[config.mk]
export PLATFORM = sky130hd
export DESIGN_NAME = dmem_lsu_ctrl
export DESIGN_NICKNAME = d
export VERILOG_FILES = /design/src/rtl/lsu_pkg.sv /design/src/rtl/lsu_align.sv /design/src/rtl/dmem_lsu_ctrl.sv
export SDC_FILE = /design/constraint.sdc
export NUM_CORES = 1
export LEC_CHECK = 0
export BUFFER_PORTS_ARGS = -buffer_cell sky130_fd_sc_hd__buf_2
export CORE_ASPECT_RATIO = 0.7
export CORE_UTILIZATION = 55
export CTS_BUF_LIST = sky130_fd_sc_hd__clkbuf_4 sky130_fd_sc_hd__clkbuf_8
export DETAILED_ROUTE_END_ITERATION = 10
export PLACE_DENSITY = 0.8
export SLEW_MARGIN = 10
export SYNTH_ARGS = -nofsm -noshare
export SYNTH_HDL_FRONTEND = slang
export SYNTH_SLANG_ARGS = --single-unit
[constraint.sdc]
create_clock -name i_clk -period 7.2 [get_ports i_clk]
set_input_delay 2.16 -clock i_clk [delete_from_list [all_inputs] [get_ports i_clk]]
set_output_delay 2.16 -clock i_clk [all_outputs]
set_load 0.02 [all_outputs]
[src/rtl/lsu_pkg.sv]
// Shared types and helpers for the data-memory load/store controller.
// Latency: none (types and pure functions only).
// Backpressure: not applicable.
package lsu_pkg;

  // Access size encoding as presented by the MEM stage; 2'b11 is illegal.
  typedef enum logic [1:0] {
    SZ_B = 2'b00,
    SZ_H = 2'b01,
    SZ_W = 2'b10
  } size_e;

  // Controller sequencing states.
  typedef enum logic [1:0] {
    IDLE = 2'b00,
    ACC0 = 2'b01,
    ACC1 = 2'b10,
    RESP = 2'b11
  } state_e;

  // Right-aligned byte mask covering one access of the given size.
  function automatic logic [3:0] size_mask(input logic [1:0] size);
    case (size_e'(size))
      SZ_B:    size_mask = 4'h1;
      SZ_H:    size_mask = 4'h3;
      SZ_W:    size_mask = 4'hF;
      default: size_mask = 4'h0;
    endcase
  endfunction

  function automatic logic size_legal(input logic [1:0] size);
    size_legal = (size != 2'b11);
  endfunction

  // An access is split when its bytes straddle a word boundary.
  function automatic logic needs_split(input logic [1:0] size, input logic [1:0] off);
    case (size_e'(size))
      SZ_H:    needs_split = (off == 2'd3);
      SZ_W:    needs_split = (off != 2'd0);
      default: needs_split = 1'b0;
    endcase
  endfunction

endpackage

[src/rtl/lsu_align.sv]
// Store data/byte-enable alignment, load merge/extension and split detection.
// Latency: purely combinational.
// Backpressure: none; the parent FSM sequences all use of these results.
module lsu_align import lsu_pkg::*; (
  input  logic [1:0]  i_size,
  input  logic [1:0]  i_off,
  input  logic        i_unsigned,
  input  logic [31:0] i_wdata,
  input  logic [31:0] i_lo,
  input  logic [31:0] i_hi,
  output logic [31:0] o_st_lo,
  output logic [31:0] o_st_hi,
  output logic [3:0]  o_wren_lo,
  output logic [3:0]  o_wren_hi,
  output logic [31:0] o_ld_data,
  output logic        o_split
);

  logic [63:0] st_shift;
  logic [7:0]  mask8;
  logic [31:0] ld_word;

  // Store data and mask are spread over two consecutive words; the low word
  // goes out in the first access and the high word in the second.
  assign st_shift  = {32'h0, i_wdata} << {i_off, 3'b000};
  assign mask8     = {4'h0, size_mask(i_size)} << i_off;
  assign o_st_lo   = st_shift[31:0];
  assign o_st_hi   = st_shift[63:32];
  assign o_wren_lo = mask8[3:0];
  assign o_wren_hi = mask8[7:4];
  assign o_split   = needs_split(i_size, i_off);

  // Load bytes are right-aligned out of the two fetched words.
  assign ld_word = 32'({i_hi, i_lo} >> {i_off, 3'b000});

  // Truncate to the access size, then sign- or zero-extend.
  always_comb begin
    o_ld_data = ld_word;
    case (size_e'(i_size))
      SZ_B:    o_ld_data = i_unsigned ? {24'h0, ld_word[7:0]}
                                      : {{24{ld_word[7]}}, ld_word[7:0]};
      SZ_H:    o_ld_data = i_unsigned ? {16'h0, ld_word[15:0]}
                                      : {{16{ld_word[15]}}, ld_word[15:0]};
      default: o_ld_data = ld_word;
    endcase
  end

endmodule

[src/rtl/dmem_lsu_ctrl.sv]
// Load/store sequencer between the MEM stage and a byte-enabled data memory.
// Latency: accept at edge T -> o_rsp_valid in cycle T+2 aligned, T+3 split, T+1 rejected.
// Backpressure: o_req_ready only in IDLE; requester holds its request while busy.
module dmem_lsu_ctrl import lsu_pkg::*; #(
  parameter bit MISALIGN_EN = 1'b1,
  parameter int ADDR_W      = 16
) (
  input  logic              i_clk,
  input  logic              i_reset,
  input  logic              i_req_valid,
  output logic              o_req_ready,
  input  logic              i_req_we,
  input  logic [1:0]        i_req_size,
  input  logic              i_req_unsigned,
  input  logic [ADDR_W-1:0] i_req_addr,
  input  logic [31:0]       i_req_wdata,
  output logic              o_rsp_valid,
  output logic [31:0]       o_rsp_rdata,
  output logic              o_rsp_err,
  output logic [ADDR_W-1:0] o_mem_addr,
  output logic [31:0]       o_mem_data,
  output logic [3:0]        o_mem_wren,
  input  logic [31:0]       i_mem_q
);

  localparam logic [ADDR_W-3:0] WA_ONE = {{(ADDR_W-3){1'b0}}, 1'b1};

  state_e            state_q, state_d;
  logic              we_q, uns_q, err_q;
  logic [1:0]        size_q;
  logic [ADDR_W-1:0] addr_q;
  logic [31:0]       wdata_q, lo_q, hi_q, rdata_q, rdata_d;
  logic [ADDR_W-1:0] mem_addr_q, mem_addr_cur;
  logic [31:0]       mem_data_q, mem_data_cur;
  logic [3:0]        wren_cur;
  logic              accept, req_bad;
  logic [ADDR_W-3:0] wa0, wa1;
  logic [31:0]       st_lo, st_hi, ld_data, ld_lo, ld_hi;
  logic [3:0]        wren_lo, wren_hi;
  logic              split;

  // Second word wraps modulo the word-address space.
  assign wa0 = addr_q[ADDR_W-1:2];
  assign wa1 = wa0 + WA_ONE;

  // The word being read this cycle comes straight off the async memory port.
  assign ld_lo = (state_q == ACC0) ? i_mem_q : lo_q;
  assign ld_hi = (state_q == ACC1) ? i_mem_q : hi_q;

  lsu_align u_align (
    .i_size     (size_q),
    .i_off      (addr_q[1:0]),
    .i_unsigned (uns_q),
    .i_wdata    (wdata_q),
    .i_lo       (ld_lo),
    .i_hi       (ld_hi),
    .o_st_lo    (st_lo),
    .o_st_hi    (st_hi),
    .o_wren_lo  (wren_lo),
    .o_wren_hi  (wren_hi),
    .o_ld_data  (ld_data),
    .o_split    (split)
  );

  // Next-state, memory drive and response-data selection.
  always_comb begin
    state_d      = state_q;
    rdata_d      = rdata_q;
    o_req_ready  = 1'b0;
    accept       = 1'b0;
    mem_addr_cur = mem_addr_q;
    mem_data_cur = mem_data_q;
    wren_cur     = 4'h0;
    req_bad      = !size_legal(i_req_size) ||
                   (!MISALIGN_EN && needs_split(i_req_size, i_req_addr[1:0]));
    case (state_q)
      IDLE: begin
        o_req_ready = 1'b1;
        if (i_req_valid) begin
          accept  = 1'b1;
          rdata_d = 32'h0;
          state_d = req_bad ? RESP : ACC0;
        end
      end
      ACC0: begin
        mem_addr_cur = {wa0, 2'b00};
        mem_data_cur = st_lo;
        wren_cur     = we_q ? wren_lo : 4'h0;
        if (split) begin
          state_d = ACC1;
        end else begin
          state_d = RESP;
          rdata_d = we_q ? 32'h0 : ld_data;
        end
      end
      ACC1: begin
        mem_addr_cur = {wa1, 2'b00};
        mem_data_cur = st_hi;
        wren_cur     = we_q ? wren_hi : 4'h0;
        state_d      = RESP;
        rdata_d      = we_q ? 32'h0 : ld_data;
      end
      default: state_d = IDLE;
    endcase
  end

  // Write enables are cut as soon as reset is asserted so an interrupted
  // split store never issues its second half.
  assign o_mem_wren  = i_reset ? wren_cur : 4'h0;
  assign o_mem_addr  = mem_addr_cur;
  assign o_mem_data  = mem_data_cur;
  assign o_rsp_valid = (state_q == RESP);
  assign o_rsp_err   = (state_q == RESP) && err_q;
  assign o_rsp_rdata = rdata_q;

  // State, captured request, fetched words and held memory drive.
  always_ff @(posedge i_clk) begin
    if (!i_reset) begin
      state_q    <= IDLE;
      we_q       <= 1'b0;
      uns_q      <= 1'b0;
      err_q      <= 1'b0;
      size_q     <= 2'b00;
      addr_q     <= '0;
      wdata_q    <= 32'h0;
      lo_q       <= 32'h0;
      hi_q       <= 32'h0;
      rdata_q    <= 32'h0;
      mem_addr_q <= '0;
      mem_data_q <= 32'h0;
    end else begin
      state_q    <= state_d;
      rdata_q    <= rdata_d;
      mem_addr_q <= mem_addr_cur;
      mem_data_q <= mem_data_cur;
      if (accept) begin
        we_q    <= i_req_we;
        uns_q   <= i_req_unsigned;
        size_q  <= i_req_size;
        addr_q  <= i_req_addr;
        wdata_q <= i_req_wdata;
        err_q   <= req_bad;
      end
      if (state_q == ACC0) lo_q <= i_mem_q;
      if (state_q == ACC1) hi_q <= i_mem_q;
    end
  end

endmodule
# Word-level counts from Yosys, hierarchy flattened
# Index checks and enable logic that the tools add are counted.
[word_totals] register_bits=199 out_inout_bits=87
[op_classes] addsub=1 eq_ne=9 n_shift=3 reduce_logical=7 mux=24
[op_table] cell="2-to-1 mux 32 bit" count=7
[op_table] cell="one-hot mux 32 bit (2 select lines)" count=2
[op_table] cell="one-hot mux 32 bit (3 select lines)" count=1
[op_table] cell="<< shifter 32 x 5 -> 64 bit" count=1
[op_table] cell=">> shifter 64 x 5 -> 32 bit" count=1
[op_table] cell="one-hot mux 16 bit (2 select lines)" count=1
[op_table] cell="adder 14 x 1 -> 14 bit (second input constant)" count=1
[op_table] cell="2-to-1 mux 4 bit" count=3
[op_table] cell="one-hot mux 4 bit (3 select lines)" count=1
[op_table] cell="== test 2 bit (second input constant)" count=4
[op_table] cell="one-hot mux 4 bit (2 select lines)" count=1
[op_table] cell="<< shifter 4 x 2 -> 8 bit" count=1
[op_table] cell="!= test 2 bit (second input constant)" count=3
[op_table] cell="one-hot mux 2 bit (3 select lines)" count=1
[op_table] cell="== test 2 x 1 -> 1 bit (second input constant)" count=2
[op_table] cell="zero test 2 bit" count=2
[op_table] cell="2-to-1 mux 1 bit" count=4
[op_table] cell="2-to-1 mux 2 bit" count=2
[op_table] cell="AND reduction 3 bit" count=1
[op_table] cell="nonzero test 3 bit" count=1
[op_table] cell="one-hot mux 1 bit (2 select lines)" count=1
[op_table] cell="nonzero test 2 bit" count=1
[op_table] cell="logical AND 1 bit" count=1
[op_table] cell="zero test 1 bit" count=1

# Longest topological paths before layout
# Gate-level depths: netlist of run 1.
[depth] depth_word=8 ltp_mapped=11 mapped_depth_nobuf=7

# Hierarchy
# From an unflattened synthesis of run 1, not the netlist that was laid out.
[unflattened] cells_unflattened=1184 hier_area_um2=10319.9
[modules_own_cells] mod="dmem_lsu_ctrl" cells_per_inst=936 area_each_um2=8216.6 instances=1
[modules_own_cells] mod="lsu_align" cells_per_inst=248 area_each_um2=2103.3 instances=1

# Worst setup path before layout of run 1
# Ideal clock, no wire load.
[synth_path] kind="input -> output" start="input port i_reset" end="output port o_mem_wren[3]" path_stages=3 arrival_time_ns=3.052 setup_slack_ns=1.988 path_buffers=1 required_time_ns=5.040 path_cell_list="clkbuf_1 -> nand3_1 -> nor3b_1"
[synth_between] elab_chain_cells=1
[synth_lines] element="start: declaration" line_no="dmem_lsu_ctrl.sv:9" rtl="input logic i_reset,"
[synth_lines] element="2-to-1 mux 4 bit" line_no="dmem_lsu_ctrl.sv:109" rtl="assign o_mem_wren = i_reset ? wren_cur : 4'h0;"
[synth_lines] element="end: declaration" line_no="dmem_lsu_ctrl.sv:22" rtl="output logic [3:0] o_mem_wren,"
# Every way passes these cells.

# Worst setup path in the final report of run 1
[layout_path] start="register state_q[0]" end="output port o_mem_addr[11]"
[layout_between] elab_chain_cells=2 word_cells_on_any_way=3 cone_classes="eq/ne (2); mux (1)"
[layout_lines] element="start: declaration" line_no="dmem_lsu_ctrl.sv:28" rtl="state_e state_q, state_d;"
[layout_lines] element="start signal: assignment" line_no="dmem_lsu_ctrl.sv:132" rtl="state_q <= state_d;"
[layout_lines] element="== test 2 bit or == test 2 x 1 -> 1 bit (tied branches)" line_no="dmem_lsu_ctrl.sv:76" rtl="case (state_q)"
[layout_lines] element="one-hot mux 16 bit (2 select lines) *" line_no="dmem_lsu_ctrl.sv:76"
[layout_lines] element="end: declaration" line_no="dmem_lsu_ctrl.sv:20" rtl="output logic [ADDR_W-1:0] o_mem_addr,"
# Every way passes the cells marked *; elsewhere a longest branch is shown, timed or not.

==> metrics.md, run 1 <==
| Metric | Value |
|---|---|
| Clk_lat worst skew | 0.47 ns |
| R2R cell count | 8 |
| Post-CTS Setup Bufs | 0 |
| Reported max-cap violation count | 0 |
| Area of the mapped netlist | 9290 um^2 |
| Worst-margin pin slew | 1.18 ns |
| P per Cell Area | 443 nW/um^2 |
| Die width | between 150 and 200 um |
| Initial antenna violation count | 2 |
| Wirelength per Cell | 17.8 um |
| Post-synth top flop | dfxtp_1 |
| Hold Vio Cnt, Final | 0 |
| Vias in the first global route | about 7400 |
| DR pass1 iterations | 8 |
| Vias after detailed routing | 8438 |
| CP Launch Type | flip-flop |
| Antenna Nets Post-Route | 0 |
| Grt total ovfl | 0 |
| Commonest non-fill, non-tap cell in the layout | dfxtp_1 |
| Kind of critical path | flip-flop to output port |
| Setup-failing EPs final | 0 |
| Max Fanout on Critical Path | 57 |
| Largest net degree at the start of global routing | about 110 |
| Unrepaired setup endpoints after global routing | false |
| Final nets | approximately 1300 |
| Clock root buffer master | clkbuf_8 |
| Cell count after placement | 1421 |
| Clk sink count | 191 |
| DPL Wire Length | 17800 um |
| Fill count | roughly 1500 |
| DRT Wirelength | 25800 um |
| Num rows | 39 |
| CP cell instances | inv_1 -> ha_2 -> nand2_1 -> a31oi_1 -> o21ai_0 -> o311ai_1 -> buf_2 |
| Register area | around 3800 um^2 |
| CP Capture Type | output port |
| Die footprint | 17400 um^2 |
| TritonCTS clock tree | yes |
| Worst vdd ir | 0.249 mV |
| Cell variety after synth | 51 |
| Syn Nets | 1201 |
| Fmax | 191 MHz |
| Pleak | 4.28 nW |
| Yosys warning count | 0 |
| Overall routing resource usage | a little under a third |
| Slowest stage delay, CP | 1.00 ns |
| Worst Path Arrival | just over 3 ns |
| Die height | 111 um |
| Initial DRC Count | 909 |
| Multi-input gate area | 5030 um^2 |
| Status | finished, violations left |
| Total power | 0.00468 W |
| Layout Cells excl Fill | roughly 1500 |
| Resized cells post-CTS | 0 |
| Number of remaining DRC errors | 1 |
| Share of cells above drive strength 1 | a little over a fifth |
| Core ar. | 16400 um^2 |
| Antenna Cells | 0 |
| HP Class | flip-flop to flip-flop |
| WP depth | 7 |
| Crit path buf inv count | 2 |
| H-tree depth | 4 |
| WP data required | 5.04 ns |
| Clock Path Buffers | 2 |
| Crit-path slowest cell | ha_2 |
| Post-Syn Instances | 1105 |
| Max Slew Vio Count | 0 |
| Via density | 5.81 |
| Synth Area per Inst | between 8 and 9 um^2 |
| Number of CTS-inserted buffers | 17 |
| Most frequent cells in the layout | dfxtp_1, buf_2, nand2_1, a21oi_1, nor2_1 |
| Fin crit share | around 73% |
| Violated checks | DRC |
| I/O Buffers | 173 |
| GP Congestion | approximately 0.91 |
| Global-route wire length before repair | 40500 um |
| Clock transition at path regs | 0.10 ns |
| I/O Pins | 174 |
| Post-synth ARST share | 0% |
| Max-slew headroom | between 20% and 30% |
| Top Family by Delay on Critical Path | adder cells |
| Hold depth | 2 |
| Post-synth EDFFs | 0 |
| Initial Utilization | 56.7% |
| Final critical path time including I/O delays and setup | about 5.2 ns |
| Cts hold-fix bufs | 0 |
| Clock Skews | 0.0192 ns |
| Yosys reg bits | 191 |
| Total negative slack | 0 ns |
| Layout area overhead | 13.7% |
| Sequential-to-total area share from yosys stat | 41.2% |
-- layer usage --
| metal | up-vias | part of all wire [%] | wire [um] | track usage, % |
|---|---|---|---|---|
| met5 | - | 0.097 | 25 | 0 |
| met4 | 4 | 1.3 | 344 | 8.09 |
| met3 | 30 | 12 | 3010 | 8.13 |
| met2 | 410 | 40 | 10300 | 39.9 |
| met1 | 3940 | 47 | 12100 | 46.6 |
| li1 | 4054 | - | - | - |
-- cell type report --
class                      instances  share of cell area, %
inverter                          18                  0.651
clock inverter                    13                   1.41
tap                              225                   2.66
multi-input combinational        804                   47.6
clock buffer                      19                   2.48
sequential                       191                   36.2
timing repair buffer             183                   8.91
-- cell families (layout without fill, tap and decap cells) --
group,Yosys count,count (layout),share of synthesized area [%]
XOR/XNOR,4,4,0.377
adder cells (fa/ha/maj),9,9,1.21
buffers and inverters,110,233,4.85
AO/OA/AOI/OAI,277,277,18.9
AND/OR/NAND/NOR,394,394,19.2
multiplexers,120,120,14.3
flip-flops,191,191,41.2
-- worst paths after layout --
| check | startpoint | to | slack (ns) |
|---|---|---|---|
| worst max-delay path | state_q[0] | o_mem_addr[11] | 1.97 |
| worst min-delay path | o_rsp_rdata[4] | o_rsp_rdata[4] | 0.46 |
| worst max register to register | state_q[1] | o_rsp_rdata[25] | 3.55 |
| worst min register to register | o_rsp_rdata[4] | o_rsp_rdata[4] | 0.46 |
-- report_power, final --
group	switching [W]	internal (W)
combinational	0.00158	0.000878
clock	0.000402	0.000335
sequential	0.000165	0.00132
-- metrics by stage --
step / instance area, um^2 / setup WS (ns) / hold WS (ns) / util (%)
floorplan: 9290 / 1.99 / 0.432 / -
global placement: 10200 / 2.14 / 0.442 / 61.9
detailed placement: 10200 / 2.12 / 0.446 / 61.9
CTS: 10600 / 2.02 / 0.464 / 64.4
global route: 10600 / 1.71 / 0.483 / 64.4
finish: 10600 / 1.97 / 0.462 / 64.4
-- cells in the mapped netlist, types with 9 or more instances --
master    number  area [um^2]
nor2_1       120          450
clkbuf_1      56          210
a22oi_1       24          180
a21oi_1      127          636
a22o_1        26          228
nand2_1      156          586
dfxtp_1      191         3820
nor2b_1        9         56.3
inv_1         17         63.8
and2_1        64          400
nand2b_1      12         75.1
buf_2         21          105
o221ai_1      10         87.6
o21ai_0       35          175
buf_1         13         48.8
and3_1         9         56.3
mux2_2        38          428
a31oi_1       10         62.6
ha_1           9          113
mux2i_1       76          761
-- sequential cells by signal, indices dropped and copies added (netlist names) --
name         cells
o_rsp_rdata     32
wdata_q         32
size_q           2
hi_q            24
addr_q          16
we_q             1
lo_q            32
state_q          2
mem_addr_q      16
mem_data_q      32
err_q            1
uns_q            1
-- tightest hold or removal path: cells and delay by family (launching register included) --
kind	cells	cell delay, ns
AO/OA/AOI/OAI	1	0.05
flip-flops	1	0.32
AND/OR/NAND/NOR	1	0.05
Power figures use the tool's default switching activity.
==> run 2: changes to the inputs <==
Clock period 7.2 ns to 5.3 ns, I/O delays scaled along.
==> metrics.md, run 2 (same netlist as run 1, synthesis figures left out) <==
| Metric | Value |
|---|---|
| TritonCTS clock tree | yes |
| Max Fanout on Critical Path | 68 (+19%) |
| Share of cells above drive strength 1 | 22.0% (unchanged) |
| Placed Instance Area | 10200 um^2 (unchanged) |
| Clock root buffer master | clkbuf_8 |
| Worst Path Arrival | 3.02 ns (-0.05 ns) |
| P per Cell Area | 607 nW/um^2 (+37%) |
| Initial antenna violation count | 4 (+2) |
| Initial Utilization | 56.7% (unchanged) |
| Vias after detailed routing | 8535 (+1.1%) |
| Total negative slack | 0 ns (unchanged) |
| Num rows | 39 (unchanged) |
| Antenna Nets Post-Route | 0 (unchanged) |
| Final nets | 1311 (unchanged) |
| Die footprint | 17400 um^2 (unchanged) |
| Core ar. | 16400 um^2 (unchanged) |
| Final Core Density | 64.6% (+0.17 points) |
| Wirelength per Cell | 18.4 um (+3.5%) |
| I/O Buffers | 173 (unchanged) |
| Vias in the first global route | 7501 (+1.6%) |
| Layout area overhead | 14.0% |
| Commonest non-fill, non-tap cell in the layout | dfxtp_1 |
| Crit-path slowest cell | clkinv_1 |
| Number of CTS-inserted buffers | 17 (unchanged) |
| HP Class | flip-flop to flip-flop |
| Grt total ovfl | 0 (unchanged) |
| Fmax | 217 MHz |
| Global-route wire length before repair | 41500 um (+2.4%) |
| Die width | 157 um (unchanged) |
| H-tree depth | 4 (unchanged) |
| Top Family by Delay on Critical Path | buffers and inverters |
| Clock Skews | 0.0189 ns (-0.000298 ns) |
| Clk_lat worst skew | 0.47 ns (about the same) |
| DRT Wirelength | 26800 um (+3.6%) |
| Post-layout instance area | 10600 um^2 (+0.26%) |
| WP data required | 3.71 ns (-1.33 ns) |
| DR pass1 iterations | 6 (-2) |
| Clk sink count | 191 (unchanged) |
| Most frequent cells in the layout | dfxtp_1, buf_2, nand2_1, a21oi_1, nor2_1 |
| Slowest stage delay, CP | 0.84 ns (-0.16 ns) |
| Cts hold-fix bufs | 0 (unchanged) |
| GP Congestion | 0.961 (+5.8%) |
| Via density | 5.87 (+1.0%) |
| Setup-failing EPs final | 0 (unchanged) |
| Worst vdd ir | 0.467 mV (+87%) |
| Resized cells post-CTS | 0 (unchanged) |
| Crit path buf inv count | 2 (unchanged) |
| Hold Vio Cnt, Final | 0 (unchanged) |
| DPL Wire Length | 18800 um (+5.4%) |
| Kind of critical path | flip-flop to output port |
| Largest net degree at the start of global routing | 82 (-26%) |
| Initial DRC Count | 940 (+3.4%) |
| Post-CTS Setup Bufs | 0 (unchanged) |
| I/O Pins | 174 (unchanged) |
| Status | finished clean |
| Pleak | 4.28 nW (about the same) |
| CP Capture Type | output port |
| Die height | 111 um (unchanged) |
| Cell count after placement | 1421 (unchanged) |
| Worst-margin pin slew | 1.04 ns (-0.143 ns) |
| Final critical path time including I/O delays and setup | 4.61 ns |
| Reported max-cap violation count | 0 (unchanged) |
| Overall routing resource usage | 30.9% (+0.85 points) |
| Clock transition at path regs | 0.10 ns (about the same) |
| CP Launch Type | flip-flop |
| Max Slew Vio Count | 0 (unchanged) |
| Number of remaining DRC errors | 0 (-1) |
| Unrepaired setup endpoints after global routing | false |
| Fin crit share | about 87% |
| Layout Cells excl Fill | 1455 (+0.14%) |
| Clock Path Buffers | 2 (unchanged) |
| Max-slew headroom | 30.9% (+9.6 points) |
| CP cell instances | clkinv_1 -> a31oi_1 -> o22a_1 -> a21oi_1 -> buf_2 |
| Total power | 0.00643 W (+37%) |
==> run 2: metal layers <==
metal / track usage [%] / routed length (um) / vias to the layer above
met5: 0 / 29 / -
met4: 6.73 / 318 / 4
met3: 9.77 / 3350 / 31
met2: 40.1 / 10600 / 435
met1: 48.6 / 12500 / 3997
li1: - / - / 4068
==> run 2: final cells by class <==
cell class | instances | area (um^2)
Inverter | 18 | 68.8
Sequential cell | 191 | 3830
Tap cell | 225 | 282
Multi-Input combinational cell | 804 | 5030
Fill cell | 1466 | 5800
Antenna cell | 2 | 5.00
Clock buffer | 19 | 262
Clock inverter | 13 | 171
Timing Repair Buffer | 183 | 941
==> run 2: stage by stage <==
| stage | worst slack, ns | hold WS, ns |
|---|---|---|
| after floorplan | 1.23 | 0.432 |
| after global placement | 1.24 | 0.441 |
| after detailed placement | 1.15 | 0.453 |
| after CTS | 0.726 | 0.471 |
| after global routing | 0.524 | 0.487 |
| final | 0.688 | 0.467 |
==> run 2: power by group <==
| group | total (W) | internal [W] | switching (W) | leakage, nW |
|---|---|---|---|---|
| logic | 0.00336 | 0.00119 | 0.00217 | 2.50 |
| clock network | 0.00105 | 0.000502 | 0.000546 | 0.215 |
| registers | 0.00202 | 0.00179 | 0.000229 | 1.56 |
==> run 2: tightest hold or removal path: cells and delay by family (launching register included) <==
| family | cells | cell delay, ns |
|---|---|---|
| flops | 1 | 0.32 |
| compound gates | 1 | 0.05 |
| simple gates | 1 | 0.05 |
==> run 2: worst paths after layout <==
path,startpoint,endpoint,slack [ns],cells past startpoint
worst max-delay path,addr_q[1],o_mem_data[0],0.69,5
worst min-delay path,o_rsp_rdata[0],o_rsp_rdata[0],0.47,2
worst max register to register,state_q[1],o_rsp_rdata[18],1.70,8
worst min register to register,o_rsp_rdata[0],o_rsp_rdata[0],0.47,2
==> run 3: changes to the inputs <==
Settings changed: CORE_UTILIZATION 55 to 52, PLACE_DENSITY 0.8 to 0.78.
Clock period 5.3 ns to 4.05 ns, I/O delays scaled along.
==> metrics.md, run 3 (same netlist as run 1, synthesis figures left out) <==
| Metric | Value |
|---|---|
| Max-slew headroom | 21.8% (-9.1 points) |
| Pleak | 4.32 nW (+0.86%) |
| Fill count | 1588 (+8.3%) |
| HP Class | flip-flop to flip-flop |
| Largest net degree at the start of global routing | 111 (+35%) |
| Commonest non-fill, non-tap cell in the layout | dfxtp_1 |
| Clock root buffer master | clkbuf_8 |
| Final critical path time including I/O delays and setup | 3.86 ns |
| Max Slew Vio Count | 0 (unchanged) |
| Via density | 5.77 (-1.6%) |
| Hold EP | o_rsp_rdata[2] |
| Resized cells post-CTS | 0 (unchanged) |
| Fmax | ~260 MHz |
| Worst Setup Slack, final | 0.195 ns (-0.493 ns) |
| Antenna Nets Post-Route | 0 (unchanged) |
| Net Switching | 0.00381 W (+29%) |
| WHS | 0.468 ns (+0.00109 ns) |
| Global-route wire length before repair | 40700 um (-1.9%) |
| P per Cell Area | 787 nW/um^2 (+30%) |
| Clock Skews | 0.0125 ns (-0.00636 ns) |
| Vias after detailed routing | 8481 (-0.63%) |
| Num rows | 40 (+2.6%) |
| Top Family by Delay on Critical Path | simple AND/OR/NAND/NOR gates |
| Placed Instance Area | 10200 um^2 (+0.86%) |
| Layout area overhead | 14.7% |
| Cts hold-fix bufs | 0 (unchanged) |
| Final Core Density | 61.5% (-3.1 points) |
| Wirelength per Cell | 17.9 um (-2.9%) |
| Slowest stage delay, CP | 0.66 ns (-0.18 ns) |
| Max Fanout on Critical Path | 22 (-68%) |
| Post-layout instance area | 10700 um^2 (+0.63%) |
| Clock Path Buffers | 2 (unchanged) |
| Grt total ovfl | 0 (unchanged) |
| Setup-failing EPs final | 0 (unchanged) |
| I/O Buffers | 173 (unchanged) |
| Sequential power share | 31.5% (about the same) |
| Fin crit share | 95.2% |
| Crit-path slowest cell | nor2b_1 |
| Reg2reg setup slack | 0.64 ns (-1.06 ns) |
| CP Capture Type | output port |
| Number of remaining DRC errors | 0 (unchanged) |
| Hold Vio Cnt, Final | 0 (unchanged) |
| H-tree depth | 4 (unchanged) |
| GP Congestion | 0.926 (-3.7%) |
| Share of cells above drive strength 1 | 22.6% (+0.57 points) |
| Clock transition at path regs | 0.09 ns (about the same) |
| Number of CTS-inserted buffers | 17 (unchanged) |
| I/O Pins | 174 (unchanged) |
| WP data required | 2.83 ns (-0.88 ns) |
| Initial antenna violation count | 1 (-3) |
| R2R cell count | 8 (unchanged) |
| Unrepaired setup endpoints after global routing | false |
| Min-Delay Startpoint | o_rsp_rdata[2] |
| Total negative slack | 0 ns (unchanged) |
| Worst vdd ir | 0.621 mV (+33%) |
| Reported max-cap violation count | 0 (unchanged) |
| Initial Utilization | 53.6% (-3.0 points) |
| Core ar. | 17300 um^2 (+5.6%) |
| Status | finished clean |
| Die height | 114 um (+2.8%) |
| CP cell instances | nor2b_1 -> o2bb2ai_1 -> a22oi_1 -> a21oi_1 -> buf_2 |
| Clock Power Share | 15.6% (-0.7 points) |
| DRT Wirelength | 26200 um (-2.0%) |
| TritonCTS clock tree | yes |
| Initial DRC Count | 1009 (+7.3%) |
| Gate power share | 53.0% (+0.7 points) |
| DR pass1 iterations | 5 (-1) |
| Clk_lat worst skew | 0.48 ns (about the same) |
| Sw Ratio | 45.4% (-0.39 points) |
| Final nets | 1320 (+0.69%) |
| Hold depth | 2 (unchanged) |
| Die width | 162 um (+2.8%) |
| Crit path buf inv count | 1 (-1) |
| Register area | 3830 um^2 (unchanged) |
| Vias in the first global route | 7361 (-1.9%) |
| Worst r2r src | state_q[0] |
| Die footprint | 18400 um^2 (+5.7%) |
| Kind of critical path | flip-flop to output port |
| Worst Path Arrival | 2.64 ns (-0.38 ns) |
| Most frequent cells in the layout | dfxtp_1, buf_2, nand2_1, a21oi_1, nor2_1 |
| Clk sink count | 191 (unchanged) |
| Worst-margin pin slew | 1.17 ns (+0.136 ns) |
| Pre-CTS setup slack | 0.725 ns (-0.429 ns) |
| WP depth | 5 (unchanged) |
| CP Launch Type | flip-flop |
| DPL Wire Length | 18600 um (-1.2%) |
| Power Internal | 0.00458 W (+31%) |
| RR Endpoint | o_rsp_rdata[28] |
| Overall routing resource usage | 28.7% (-2.2 points) |
| Multi-input gate area | 5030 um^2 (unchanged) |
| Post-CTS Setup Bufs | 0 (unchanged) |
==> run 3: cell types whose count changed in the layout (fill, tap and decap cells not counted) <==
cell	delta
buf_12	+1
clkinvlp_4	+1
inv_6	-6
clkinv_4	+4
clkbuf_8	+1
clkbuf_4	+1
buf_4	+8
bufinv_16	-1
diode_2	-1
==> run 3: worst register-to-register path, delay by kind of cell (launching register included) <==
family	cells	cell delay (ns)
muxes	2	0.74
buffers and inverters	2	0.62
AOI/OAI and AO/OA	2	0.56
adders and majority gates	1	0.55
and+or+nand+nor	1	0.51
DFF	1	0.37
==> run 3: stage by stage <==
| step | power, W | std cells |
|---|---|---|
| 5_1_grt | 0.00893 | 1468 |
| 4_1_cts | 0.00835 | 1468 |
| 3_5_place_dp | 0.00705 | 1436 |
| 2_1_floorplan | 0.00572 | 1105 |
| 3_3_place_gp | 0.00696 | 1436 |
| 6_report | 0.00839 | 1469 |
==> run 3: worst max path at each step <==
stage | startpoint | to
2_1_floorplan | state_q[1] | o_mem_wren[0]
3_3_place_gp | addr_q[0] | o_mem_data[22]
3_5_place_dp | addr_q[0] | o_mem_data[22]
4_1_cts | addr_q[0] | o_mem_data[22]
5_1_grt | addr_q[0] | o_mem_data[22]
6_report | addr_q[0] | o_mem_data[22]
==> run 3: area by class of cell <==
| class | instances | area share, % |
|---|---|---|
| clock buffer | 21 | 2.65 |
| inverter | 18 | 0.646 |
| multi-input combinational | 804 | 47.2 |
| tap | 231 | 2.71 |
| sequential | 191 | 35.9 |
| timing repair buffer | 192 | 9.58 |
| antenna | 1 | 0.0235 |
| clock inverter | 11 | 1.23 |
==> run 3: power by group through the flow <==
stage	clock (W)	sequential (W)	combinational, W
2_1_floorplan	0	0.00261	0.00311
3_5_place_dp	0	0.00267	0.00438
4_1_cts	0.00131	0.00263	0.00440
5_1_grt	0.00141	0.00269	0.00483
6_report	0.00131	0.00264	0.00445
3_3_place_gp	0	0.00265	0.00430
==> run 3: per-layer routing <==
| metal | GRT usage [%] | up-vias | part of all wire [%] |
|---|---|---|---|
| met5 | 0 | - | 0 |
| met4 | 6.16 | 0 | 0.95 |
| met3 | 7.31 | 25 | 11 |
| met2 | 37.9 | 380 | 40 |
| met1 | 45.6 | 3990 | 48 |
| li1 | - | 4086 | - |
